===== src/rtl/out_module.sv =====
// Decimal display output peripheral: latches a word on out_en, converts it to BCD by
// shift-add-3 and drives active-low 7-segment digits. Optional macro: OUT_LEADING_ZERO_BLANK_EN.
module out_module #(
    parameter int unsigned DATA_WIDTH = 32,
    parameter int unsigned DIGITS     = 8
) (
    input  logic                    clock,
    input  logic                    reset,
    input  logic                    out_en,
    input  logic [DATA_WIDTH-1:0]   data_in,
    input  logic                    signed_mode,
    output logic [7*DIGITS-1:0]     hex_out,
    output logic                    busy,
    output logic                    overflow
);

    localparam int unsigned CONV_DIGITS = (DATA_WIDTH * 3) / 10 + 1;
    localparam int unsigned BCD_W       = 4 * CONV_DIGITS;
    localparam int unsigned CNT_W       = $clog2(DATA_WIDTH);
    localparam logic [6:0]  SEG_BLANK   = 7'h7F;
    localparam logic [6:0]  SEG_DASH    = 7'h3F;

    typedef enum logic [1:0] {IDLE, CONVERT, UPDATE} state_t;

    state_t                state;
    logic [DATA_WIDTH-1:0] mag;
    logic                  neg;
    logic [BCD_W-1:0]      bcd;
    logic [BCD_W-1:0]      bcdAdj;
    logic [CNT_W-1:0]      bitCnt;
    logic                  pendValid;
    logic [DATA_WIDTH-1:0] pendData;
    logic                  pendSigned;
    logic                  fits;
    logic [7*DIGITS-1:0]   hexNext;

    function automatic logic [6:0] segOf(input logic [3:0] d);
        case (d)
            4'd0:    segOf = 7'h40;
            4'd1:    segOf = 7'h79;
            4'd2:    segOf = 7'h24;
            4'd3:    segOf = 7'h30;
            4'd4:    segOf = 7'h19;
            4'd5:    segOf = 7'h12;
            4'd6:    segOf = 7'h02;
            4'd7:    segOf = 7'h78;
            4'd8:    segOf = 7'h00;
            4'd9:    segOf = 7'h10;
            default: segOf = SEG_BLANK;
        endcase
    endfunction

    // Returns {neg, magnitude}; the magnitude is unsigned so the most negative value stays exact.
    function automatic logic [DATA_WIDTH:0] captureOf(input logic [DATA_WIDTH-1:0] d, input logic s);
        logic isNeg;
        isNeg = s & d[DATA_WIDTH-1];
        captureOf = {isNeg, isNeg ? DATA_WIDTH'(-d) : d};
    endfunction

    // Add-3 correction applied to every nibble before each shift
    always_comb begin
        bcdAdj = bcd;
        for (int i = 0; i < int'(CONV_DIGITS); i++) begin
            if (bcd[4*i +: 4] >= 4'd5)
                bcdAdj[4*i +: 4] = bcd[4*i +: 4] + 4'd3;
        end
    end

`ifdef OUT_LEADING_ZERO_BLANK_EN
    int msd;
`endif

    // Fit test and segment image for the finished BCD value
    always_comb begin
        fits    = 1'b1;
        hexNext = '1;
        for (int i = 0; i < int'(CONV_DIGITS); i++) begin
            if (bcd[4*i +: 4] != 4'd0 && i >= int'(DIGITS) - (neg ? 1 : 0))
                fits = 1'b0;
        end
`ifdef OUT_LEADING_ZERO_BLANK_EN
        msd = 0;
        for (int i = 0; i < int'(DIGITS); i++) begin
            if (bcd[4*i +: 4] != 4'd0)
                msd = i;
        end
`endif
        for (int k = 0; k < int'(DIGITS); k++) begin
            if (!fits)
                hexNext[7*k +: 7] = SEG_DASH;
            else begin
                hexNext[7*k +: 7] = segOf(bcd[4*k +: 4]);
`ifdef OUT_LEADING_ZERO_BLANK_EN
                if (k > msd)
                    hexNext[7*k +: 7] = (neg && k == msd + 1) ? SEG_DASH : SEG_BLANK;
`else
                if (neg && k == int'(DIGITS) - 1)
                    hexNext[7*k +: 7] = SEG_DASH;
`endif
            end
        end
    end

    always_ff @(posedge clock) begin
        if (reset) begin
            state      <= IDLE;
            hex_out    <= '1;
            busy       <= 1'b0;
            overflow   <= 1'b0;
            pendValid  <= 1'b0;
            pendData   <= '0;
            pendSigned <= 1'b0;
            mag        <= '0;
            neg        <= 1'b0;
            bcd        <= '0;
            bitCnt     <= '0;
        end else begin
            case (state)
                IDLE: begin
                    // A fresh strobe beats a leftover slot entry (newest wins)
                    if (out_en || pendValid) begin
                        {neg, mag} <= out_en ? captureOf(data_in, signed_mode)
                                             : captureOf(pendData, pendSigned);
                        pendValid  <= 1'b0;
                        bcd        <= '0;
                        bitCnt     <= '0;
                        busy       <= 1'b1;
                        state      <= CONVERT;
                    end
                end
                CONVERT: begin
                    bcd    <= {bcdAdj[BCD_W-2:0], mag[DATA_WIDTH-1]};
                    mag    <= {mag[DATA_WIDTH-2:0], 1'b0};
                    bitCnt <= bitCnt + CNT_W'(1);
                    if (bitCnt == CNT_W'(DATA_WIDTH - 1))
                        state <= UPDATE;
                    if (out_en) begin
                        pendValid  <= 1'b1;
                        pendData   <= data_in;
                        pendSigned <= signed_mode;
                    end
                end
                UPDATE: begin
                    hex_out  <= hexNext;
                    overflow <= ~fits;
                    if (pendValid) begin
                        {neg, mag} <= captureOf(pendData, pendSigned);
                        pendValid  <= 1'b0;
                        bcd        <= '0;
                        bitCnt     <= '0;
                        state      <= CONVERT;
                    end else begin
                        busy  <= 1'b0;
                        state <= IDLE;
                    end
                    // Slot read above sees the old entry; a same-cycle strobe refills it
                    if (out_en) begin
                        pendValid  <= 1'b1;
                        pendData   <= data_in;
                        pendSigned <= signed_mode;
                    end
                end
                default: state <= IDLE;
            endcase
        end
    end

endmodule


===== config.mk =====
export PLATFORM = sky130hd
export DESIGN_NAME = out_module
export DESIGN_NICKNAME = d
export VERILOG_FILES = /design/src/rtl/out_module.sv
export SDC_FILE = /design/constraint.sdc
export NUM_CORES = 1
export LEC_CHECK = 0
export CORE_UTILIZATION = 45
export CTS_CLUSTER_DIAMETER = 200
export DETAILED_ROUTE_END_ITERATION = 16
export HOLD_SLACK_MARGIN = 0.15
export PLACE_DENSITY = 0.66
export SYNTH_ARGS = -nofsm -noshare
export SYNTH_HDL_FRONTEND = slang
export SYNTH_SLANG_ARGS = --single-unit

===== constraint.sdc =====
create_clock -name clock -period 3.25 [get_ports clock]
set_clock_uncertainty 0.2 [all_clocks]
set_input_delay 0.65 -clock clock [delete_from_list [all_inputs] [get_ports clock]]
set_output_delay 0.65 -clock clock [all_outputs]
set_load 0.01 [all_outputs]

==> results of run 1 <==
placed cells by master (no fill, tap or decap), types with 8 or more instances in the layout:
master,Yosys,layout
a311oi_1,9,9
a21oi_1,118,116
o221a_2,13,13
inv_1,57,57
mux2i_1,56,56
xnor2_1,36,36
nor2b_1,9,9
a31oi_1,9,9
nand4_1,10,10
a22oi_1,15,15
clkdlybuf4s50_1,0,92
xor2_1,23,23
nor3_1,19,19
ha_1,72,71
o21ai_0,60,60
nor3b_1,19,19
clkbuf_16,0,26
a22o_1,14,14
a221oi_1,27,27
or4_1,15,15
o211ai_1,8,8
and2_1,38,38
nor4_1,23,23
o311a_1,17,17
dfxtp_1,228,226
o31ai_1,10,10
nand3_1,26,26
a211oi_1,27,27
nor2_1,121,120
o31a_1,8,8
buf_4,1,128
nand2b_1,25,25
nand2_1,200,200
o22ai_1,12,12
cell usage after synthesis, drive strengths merged, types with 4 or more instances:
library cell / n
o211ai: 8
clkbuf: 80
o41ai: 5
inv: 57
o221a: 13
nor3b: 19
ha: 72
nand4: 10
xor2: 23
and2: 39
o22ai: 12
or3: 7
a22o: 14
a22oi: 15
o31ai: 10
nand3: 27
nor2: 121
o21ai: 66
o31a: 8
mux2i: 56
nand2b: 25
a221oi: 28
a31oi: 9
buf: 21
o311ai: 7
a21oi: 119
dfxtp: 228
nor3: 19
or4: 16
xnor2: 36
a41oi: 4
a311oi: 9
a211oi: 28
nor4: 24
nand2: 200
nor2b: 9
o311a: 17
kinds of logic (layout without fill, tap and decap cells):
kind of cell / Yosys count / after routing / share of synthesized area
and+or+nand+nor: 526 / 526 / 0.204
AOI/OAI and AO/OA: 391 / 391 / 0.216
DFF: 228 / 228 / 0.369
buffers and inverters: 159 / 329 / 0.0492
adders and majority gates: 72 / 72 / 0.0728
xor gates and xnor gates: 59 / 59 / 0.0417
muxes: 58 / 58 / 0.0471
through the flow:
stage | util | setup WS [ns] | instances | instance area, sq um
finish | 0.571 | 0.306 | 2004 | 15400
global route | 0.571 | 0.0335 | 2004 | 15400
floorplan | - | 0.120 | 1493 | 12400
detailed placement | 0.534 | -0.152 | 1957 | 14400
CTS | 0.571 | 0.223 | 2004 | 15400
global placement | 0.534 | -0.0536 | 1957 | 14400
layer usage:
metal  share of wire  GRT usage
met5               0          0
met4           0.030     0.0774
met3           0.043     0.0270
met2            0.48      0.392
met1            0.45      0.285
layout make-up:
cell class | count | area share
Clock inverter | 16 | 0.0181
Tap cell | 341 | 0.0277
Inverter | 58 | 0.0141
Sequential cell | 228 | 0.297
Multi-Input combinational cell | 1106 | 0.470
Clock buffer | 31 | 0.0461
Timing Repair Buffer | 224 | 0.127
power by group through the flow:
| stage | Sequential, W | Combinational, W | Clock [W] |
|---|---|---|---|
| after global routing | 0.00363 | 0.00402 | 0.00351 |
| after floorplan | 0.00362 | 0.00221 | 0 |
| after CTS | 0.00357 | 0.00367 | 0.00340 |
| final | 0.00358 | 0.00368 | 0.00332 |
| after global placement | 0.00362 | 0.00359 | 0 |
| after detailed placement | 0.00363 | 0.00365 | 0 |
worst max-delay path by stage:
stage | startpoint | to | slack [ns] | cells past startpoint
5_1_grt | state[0] | flop | 0.03 | 13
4_1_cts | state[0] | flop | 0.22 | 12
2_1_floorplan | state[0] | flop | 0.12 | 14
6_report | state[0] | flop | 0.31 | 12
3_3_place_gp | out_en | flop | -0.05 | 11
3_5_place_dp | out_en | flop | -0.15 | 11
tightest hold or removal path: cells and delay by family, from the launching register on:
kind / cells / cell delay, ns
muxes: 1 / 0.06
DFF: 1 / 0.31
and+or+nand+nor: 1 / 0.06
timing repair:
action,in CTS,in global routing
setup endpoints to repair,0,6
hold endpoints to repair,0,0
resized for setup,0,3
==> flow_metrics.tcl, run 1 <==
set metrics [dict create \
    post_drt_wl_per_cell_microns 15.6 \
    swShare 0.342 \
    avgSynthCellArea_sq_um 8.29 \
    drt-total-wl_microns 31300 \
    finalCritPeriodShare 0.906 \
    post_cts_buffers 0 \
    dieArea_sq_um 28200 \
    cell_internal_pwr_w 0.00695 \
    arrival_ns 3.17 \
    cts_max_level 1 \
    worst_pin_slew_ns 1.04 \
    p_comb_frac 0.348 \
    cts_inserted_buffers 26 \
    power_leakage_nw 6.02 \
    cp-start-kind "flop" \
    syn_inst 1493 \
    grt_start_max_net_pins 69 \
    synth-edff-count 0 \
    ys_ff_latch 228 \
    setup_viol 0 \
    maxCapViolCount 0 \
    critical_path.top_delay_family "compound AO/OA/AOI/OAI gates" \
    status "finished clean" \
    cts_hold_buffers 0 \
    worstReg2RegStart "state[0]" \
    hpwl_microns 22000 \
    syn2layout_area_growth_pct 24.4 \
    numPortBuffers 93 \
    fin_crit_ns 2.94 \
    cts-root-buf "clkbuf_16" \
    dominantRegCellSynth "dfxtp_1" \
    synth_top_area_frac 0.369 \
    synth.distinct_cells 66 \
    hold_viol 0 \
    hold_depth 2 \
    yosysWarnings 0 \
    reg2regPathDepth 12 \
    grtUsageTotal 0.224 \
    netlist_area_sq_um 12400 \
    power_switching_w 0.00362 \
    multi_input_area_sq_um 7240 \
    crit_fanout 13 \
    cellPowerDensity_nw_per_um2 686 \
    drt_iter0_markers 763 \
    synth_nets 1601 \
    seq_power_share 0.338 \
    grt_pass1_wl_microns 52700 \
    die_w_microns 168 \
    antenna_found_initial 0 \
    drv_slew 0 \
    max_stage_delay_ns 0.38 \
    num_rows 60 \
    max_slew_margin 0.305 \
    grt_pass1_vias 10800 \
    path_cells "inv_1 -> ha_1 -> nand2b_1 -> a21o_2 -> and2_1 -> buf_4 -> a22oi_1 -> nor2_1 -> inv_1 -> ha_1 -> o31a_1 -> o311a_1" \
    place_congestion 0.916 \
    fillers 2436 \
    grt-ovfl-total 0 \
    synth_top_area_cell "dfxtp_1" \
    drive_gt1_frac 0.126 \
    p_clk_frac 0.314 \
    die_h_microns 168 \
    ios 94 \
    clkLatencyLatePin_ns 0.54 \
    initial_core_util 0.459 \
    critPathRequiredTime_ns 3.48 \
    seqCellArea_sq_um 4570 \
    clk_pin_slew_ns 0.06 \
    drc_errors 0 \
    holdWs_ns 0.248 \
    synth.top_cells.by_area "dfxtp_1 37%, ha_1 7.3%, nand2_1 6.1%" \
    r2r_slack_ns 0.31 \
    worstHoldPathType "reg2reg" \
    timing.fmax_mhz 340 \
    num-nets-final 1752 \
    slowest_stage "dfxtp_2" \
    p_total_w 0.0106 \
    ys_seq_area_frac 0.369 \
    tritoncts "built" \
    rsz0062_at_grt "no" \
    ant_nets 0 \
    holdPathEnd "hex_out[8]" \
    vias_per_cell 5.66 \
    core_area_sq_um 27000 \
    ir_drop_v 0.000620 \
    cts.sinks 228 \
    tns_ns 0 \
    crit_type "reg2reg" \
    critPathBufInv 3 \
    cts_buffer_depth 3 \
    drt_first_pass_iters 5 \
    vias 11300 \
    n_antenna_cell 0 \
    end_kind "flop" \
    async_reset_ff_frac 0 \
]
(Power assumes the default switching activity.)
==> inputs of run 2 (changes only) <==
--- a/config.mk
+++ b/config.mk
@@ -5,6 +5,7 @@
 export SDC_FILE = /design/constraint.sdc
 export NUM_CORES = 1
 export LEC_CHECK = 0
+export CORE_MARGIN = 2
 export CORE_UTILIZATION = 45
 export CTS_CLUSTER_DIAMETER = 200
 export DETAILED_ROUTE_END_ITERATION = 16
==> run 2 against run 1 <==
Non-clock buffer count grew 34. Cell count rose by 1.7%. Cell area is 1.1% higher. Largest power group unchanged. Largest cell class unchanged. Wire length increased by 1.8%. Sequential power about the same. Utilization is 0.61 points higher. Setup slack got worse by 0.028 ns. Sequential cell count unchanged. Register-to-register slack got worse by 0.03 ns.
==> flow_metrics.tcl, run 2 (same netlist as run 1, synthesis figures left out) <==
set metrics [dict create \
    arrival_ns 3.20 \
    worstSetupPathDepth 11 \
    p_comb_frac 0.355 \
    cts_inserted_buffers 26 \
    reg2regPathDepth 11 \
    cellPowerDensity_nw_per_um2 661 \
    swShare 0.351 \
    die_w_microns 170 \
    crit_type "reg2reg" \
    vias_per_cell 5.63 \
    hpwl_microns 22400 \
    cts-root-buf "clkbuf_16" \
    num-nets-final 1786 \
    power_switching_w 0.00361 \
    multi_input_area_sq_um 7240 \
    ant_nets 0 \
    cts_hold_buffers 0 \
    dieArea_sq_um 28800 \
    end_kind "flop" \
    ir_drop_v 0.000561 \
    hold_depth 2 \
    clk_pin_slew_ns 0.06 \
    max_stage_delay_ns 0.45 \
    grt_pass1_vias 11000 \
    grt_pass1_wl_microns 52800 \
    antenna_found_initial 0 \
    drt_first_pass_iters 8 \
    drc_errors 0 \
    drt-total-wl_microns 31900 \
    worst_pin_slew_ns 1.13 \
    cell_internal_pwr_w 0.00667 \
    initial_core_util 0.459 \
    critPathBufInv 4 \
    post_drt_wl_per_cell_microns 15.6 \
    final_common_cell "dfxtp_1" \
    place_ws_ns -0.0870 \
    n_antenna_cell 0 \
    drive_gt1_frac 0.139 \
    syn2layout_area_growth_pct 25.7 \
    p_clk_frac 0.298 \
    grt_start_max_net_pins 70 \
    hold_viol 0 \
    drv_slew 0 \
    fillers 2443 \
    power_leakage_nw 6.16 \
    setup_viol 0 \
    finalCritPeriodShare 0.914 \
    cp-start-kind "flop" \
    seqCellArea_sq_um 4560 \
    cts_resized 0 \
    cts.sinks 228 \
    cts_max_level 1 \
    num_rows 60 \
    place_congestion 0.888 \
    grt-ovfl-total 0 \
    cts_buffer_depth 3 \
    status "finished clean" \
    rsz0062_at_grt "no" \
    timing.fmax_mhz 337 \
    crit_fanout 13 \
    numPortBuffers 93 \
    worstHoldPathType "reg2reg" \
    path_cells "inv_1 -> ha_4 -> nor2_1 -> a21o_2 -> buf_4 -> buf_4 -> o211ai_1 -> a21oi_1 -> inv_1 -> ha_1 -> o311a_1" \
    core_area_sq_um 27000 \
    layout_common_cells "228 x dfxtp_1, 200 x nand2_1, 162 x buf_4, 121 x nor2_1, 116 x a21oi_1" \
    clkLatencyLatePin_ns 0.54 \
    grtUsageTotal 0.218 \
    drt_iter0_markers 773 \
    maxCapViolCount 0 \
    post_cts_buffers 0 \
    seq_power_share 0.348 \
    vias 11500 \
    critPathRequiredTime_ns 3.47 \
    tns_ns 0 \
    fin_ws_ns 0.278 \
    tritoncts "built" \
    max_slew_margin 0.243 \
    ios 94 \
    die_h_microns 170 \
    slowest_stage "dfxtp_1" \
    critical_path.top_delay_family "compound AO/OA/AOI/OAI gates" \
    fin_crit_ns 2.97 \
]
## run 2: cell types whose count changed in the layout (fill, tap and decap cells not counted), sizes merged
| cell | delta |
|---|---|
| buf | +34 |
| bufinv | -3 |
| clkbuf | +3 |
## run 2: metal layers
| layer | global-route usage | vias up | share of wire |
|---|---|---|---|
| met2 | 0.388 | 287 | 0.48 |
| met4 | 0.0732 | 0 | 0.028 |
| met1 | 0.274 | 5395 | 0.44 |
| met3 | 0.0249 | 71 | 0.046 |
| li1 | - | 5721 | - |
| met5 | 0 | - | 0 |
## run 2: final timing paths
| check | from | endpoint | slack [ns] |
|---|---|---|---|
| hold / removal | flop | hex_out[11] | 0.24 |
| setup reg to reg | state[0] | flop | 0.28 |
| hold reg to reg | flop | hex_out[11] | 0.24 |
| setup / recovery | state[0] | flop | 0.28 |
## run 2: power by group through the flow
stage	logic [W]	clock network (W)	registers [W]
floorplan	0.00221	0	0.00362
global placement	0.00355	0	0.00362
detailed placement	0.00361	0	0.00363
CTS	0.00363	0.00311	0.00357
global route	0.00399	0.00324	0.00363
finish	0.00365	0.00306	0.00357
## run 2: worst register-to-register path: cells and delay by family (launching register included)
kind | cells | cell delay [ns]
AO/OA/AOI/OAI | 4 | 0.85
buffers and inverters | 4 | 0.62
adder cells (fa/ha/maj) | 2 | 0.50
flip-flops | 1 | 0.45
AND/OR/NAND/NOR | 1 | 0.24
## run 2: area by class of cell
class	count	area share
timing repair buffer	258	0.142
multi-input combinational	1106	0.465
tap	341	0.0274
inverter	58	0.0140
clock inverter	13	0.0124
sequential	228	0.293
clock buffer	34	0.0457
## run 2: per-stage QoR
step	hold WS [ns]	instance area, sq um	total power, W	instances	utilization
after floorplan	0.222	12400	0.00583	1493	-
after global placement	0.226	14700	0.00717	1991	0.544
final	0.238	15600	0.0103	2038	0.577
after global routing	0.260	15600	0.0109	2038	0.577
after detailed placement	0.233	14700	0.00724	1991	0.544
after CTS	0.241	15600	0.0103	2038	0.577
==> inputs of run 3 (changes only) <==
--- a/config.mk
+++ b/config.mk
@@ -5,12 +5,12 @@
 export SDC_FILE = /design/constraint.sdc
 export NUM_CORES = 1
 export LEC_CHECK = 0
-export CORE_MARGIN = 2
+export CORE_MARGIN = 4
 export CORE_UTILIZATION = 45
 export CTS_CLUSTER_DIAMETER = 200
 export DETAILED_ROUTE_END_ITERATION = 16
 export HOLD_SLACK_MARGIN = 0.15
-export PLACE_DENSITY = 0.66
+export MAX_ROUTING_LAYER = met4
 export SYNTH_ARGS = -nofsm -noshare
 export SYNTH_HDL_FRONTEND = slang
 export SYNTH_SLANG_ARGS = --single-unit
==> constraint.sdc (replaced) <==
create_clock -name clock -period 3.1 [get_ports clock]
set_clock_uncertainty 0.2 [all_clocks]
set_input_delay 0.62 -clock clock [delete_from_list [all_inputs] [get_ports clock]]
set_output_delay 0.62 -clock clock [all_outputs]
set_load 0.01 [all_outputs]
==> run 3 against run 2 <==
Global-route usage grew 0.20 points. Critical path type is now in2reg. Highest routed layer unchanged. Cell count grew 0.59%. Largest cell class unchanged. First-iteration DRC count grew 5.7%.
==> flow_metrics.tcl, run 3 (same netlist as run 1, synthesis figures left out) <==
set metrics [dict create \
    cts_buffer_depth 3 \
    slowest_stage "clkdlybuf4s50_1" \
    numPortBuffers 93 \
    status "finished clean" \
    cp-start-kind "input port" \
    seq_power_share 0.348 \
    worstHoldPathType "reg2reg" \
    syn2layout_area_growth_pct 26.4 \
    grt_pass1_vias 11100 \
    die_h_microns 174 \
    fin_crit_ns 2.90 \
    dieArea_sq_um 30200 \
    cts.sinks 228 \
    cts_max_level 1 \
    end_kind "flop" \
    drt_first_pass_iters 5 \
    drt_iter0_markers 817 \
    max_slew_margin 0.285 \
    core_area_sq_um 27000 \
    grt-ovfl-total 0 \
    cell_internal_pwr_w 0.00697 \
    critical_path.top_delay_family "buffers and inverters" \
    grt_pass1_wl_microns 55600 \
    n_antenna_cell 0 \
    critPathBufInv 4 \
    arrival_ns 3.13 \
    worst_pin_slew_ns 1.07 \
    clk_pin_slew_ns 0.06 \
    initial_core_util 0.458 \
    cellPowerDensity_nw_per_um2 688 \
    hpwl_microns 22900 \
    path_cells "clkdlybuf4s50_1 -> nand2b_1 -> a21o_2 -> and2_1 -> buf_12 -> a22oi_1 -> nor2_1 -> buf_4 -> ha_1 -> o21ai_0 -> o311ai_0 -> buf_4" \
    stdcell_count 2050 \
    post_drt_wl_per_cell_microns 16.1 \
    r2r_slack_ns 0.25 \
    num-nets-final 1797 \
    placed_area_sq_um 14800 \
    setup_viol 0 \
    drt-total-wl_microns 33100 \
    finalCritPeriodShare 0.936 \
    place_congestion 0.885 \
    power_switching_w 0.00380 \
    die_w_microns 174 \
    grt_start_max_net_pins 71 \
    swShare 0.353 \
    vias 11400 \
    layout_common_cells "228 x dfxtp_1, 200 x nand2_1, 169 x buf_4, 120 x nor2_1, 116 x a21oi_1" \
    antenna_found_initial 0 \
    num_rows 60 \
    timing.fmax_mhz 345 \
    design_area_sq_um 15700 \
    max_stage_delay_ns 0.53 \
    ant_nets 0 \
    drive_gt1_frac 0.145 \
    tns_ns 0 \
    grtUsageTotal 0.220 \
    rsz0062_at_grt "yes" \
    crit_fanout 14 \
    ir_drop_v 0.000461 \
    tritoncts "built" \
    place_inst 2002 \
    clkLatencyLatePin_ns 0.54 \
    p_clk_frac 0.289 \
    maxCapViolCount 0 \
    cts_inserted_buffers 26 \
    drv_slew 0 \
    cts-root-buf "clkbuf_16" \
    crit_type "in2reg" \
    crit_top_cell "buf_4" \
    final_common_cell "dfxtp_1" \
    vias_per_cell 5.58 \
    hold_viol 0 \
    power_leakage_nw 6.21 \
    critPathRequiredTime_ns 3.33 \
    p_total_w 0.0108 \
    p_comb_frac 0.363 \
    ios 94 \
    drc_errors 0 \
]
[run 3: cell types whose count changed in the layout (fill, tap and decap cells not counted), moves of 2 or more]
cell / before / now
bufinv_16: 4 / 2
clkinvlp_4: 2 / 0
clkbuf_8: 3 / 5
buf_4: 162 / 169
buf_12: 3 / 6
clkinv_2: 3 / 8
clkinv_4: 3 / 0
[run 3: timing repair]
item / CTS / global route
endpoints found under the setup margin: 0 / 11
hold buffers: 0 / 0
endpoints found under the hold margin: 0 / 0
buffers inserted: 0 / 0
resized for setup: 0 / 2
[run 3: power by group through the flow]
stage	Clock [W]	Sequential [W]	Combinational, W
floorplan	0	0.00380	0.00232
global placement	0	0.00379	0.00384
detailed placement	0	0.00380	0.00388
CTS	0.00319	0.00374	0.00390
global route	0.00333	0.00381	0.00430
finish	0.00311	0.00375	0.00391
[run 3: per-layer routing]
metal  vias up  GRT usage  part of all wire
met5         -          -                 0
met4         0     0.0511             0.017
met3        48     0.0268             0.046
met2       249      0.337              0.43
met1      5400      0.312              0.51
li1       5734          -                 -
[run 3: path summary, 6_finish.rpt]
kind	start	end	cells past startpoint
max	out_en	flop	12
min	flop	hex_out[5]	2
max reg2reg	state[0]	flop	13
min reg2reg	flop	hex_out[5]	2
[run 3: area by class of cell]
type	count	area, sq um
Fill cell	2520	11400
Multi-Input combinational cell	1106	7240
Sequential cell	228	4560
Timing Repair Buffer	269	2330
Clock buffer	38	767
Tap cell	341	427
Inverter	58	218
Clock inverter	10	100
[run 3: metrics by stage]
| stage | setup WS [ns] | hold WS, ns | utilization |
|---|---|---|---|
| 2_1_floorplan | 0.0731 | 0.222 | - |
| 3_3_place_gp | -0.265 | 0.229 | 0.547 |
| 3_5_place_dp | -0.311 | 0.233 | 0.547 |
| 4_1_cts | 0.108 | 0.246 | 0.579 |
| 5_1_grt | -0.0239 | 0.256 | 0.579 |
| 6_report | 0.199 | 0.243 | 0.579 |
[run 3: worst min-delay path, cell delays in order (launching register included)]
cell and delay, ns:
dfxtp_1 0.30, mux2i_1 0.06, nand2_1 0.05
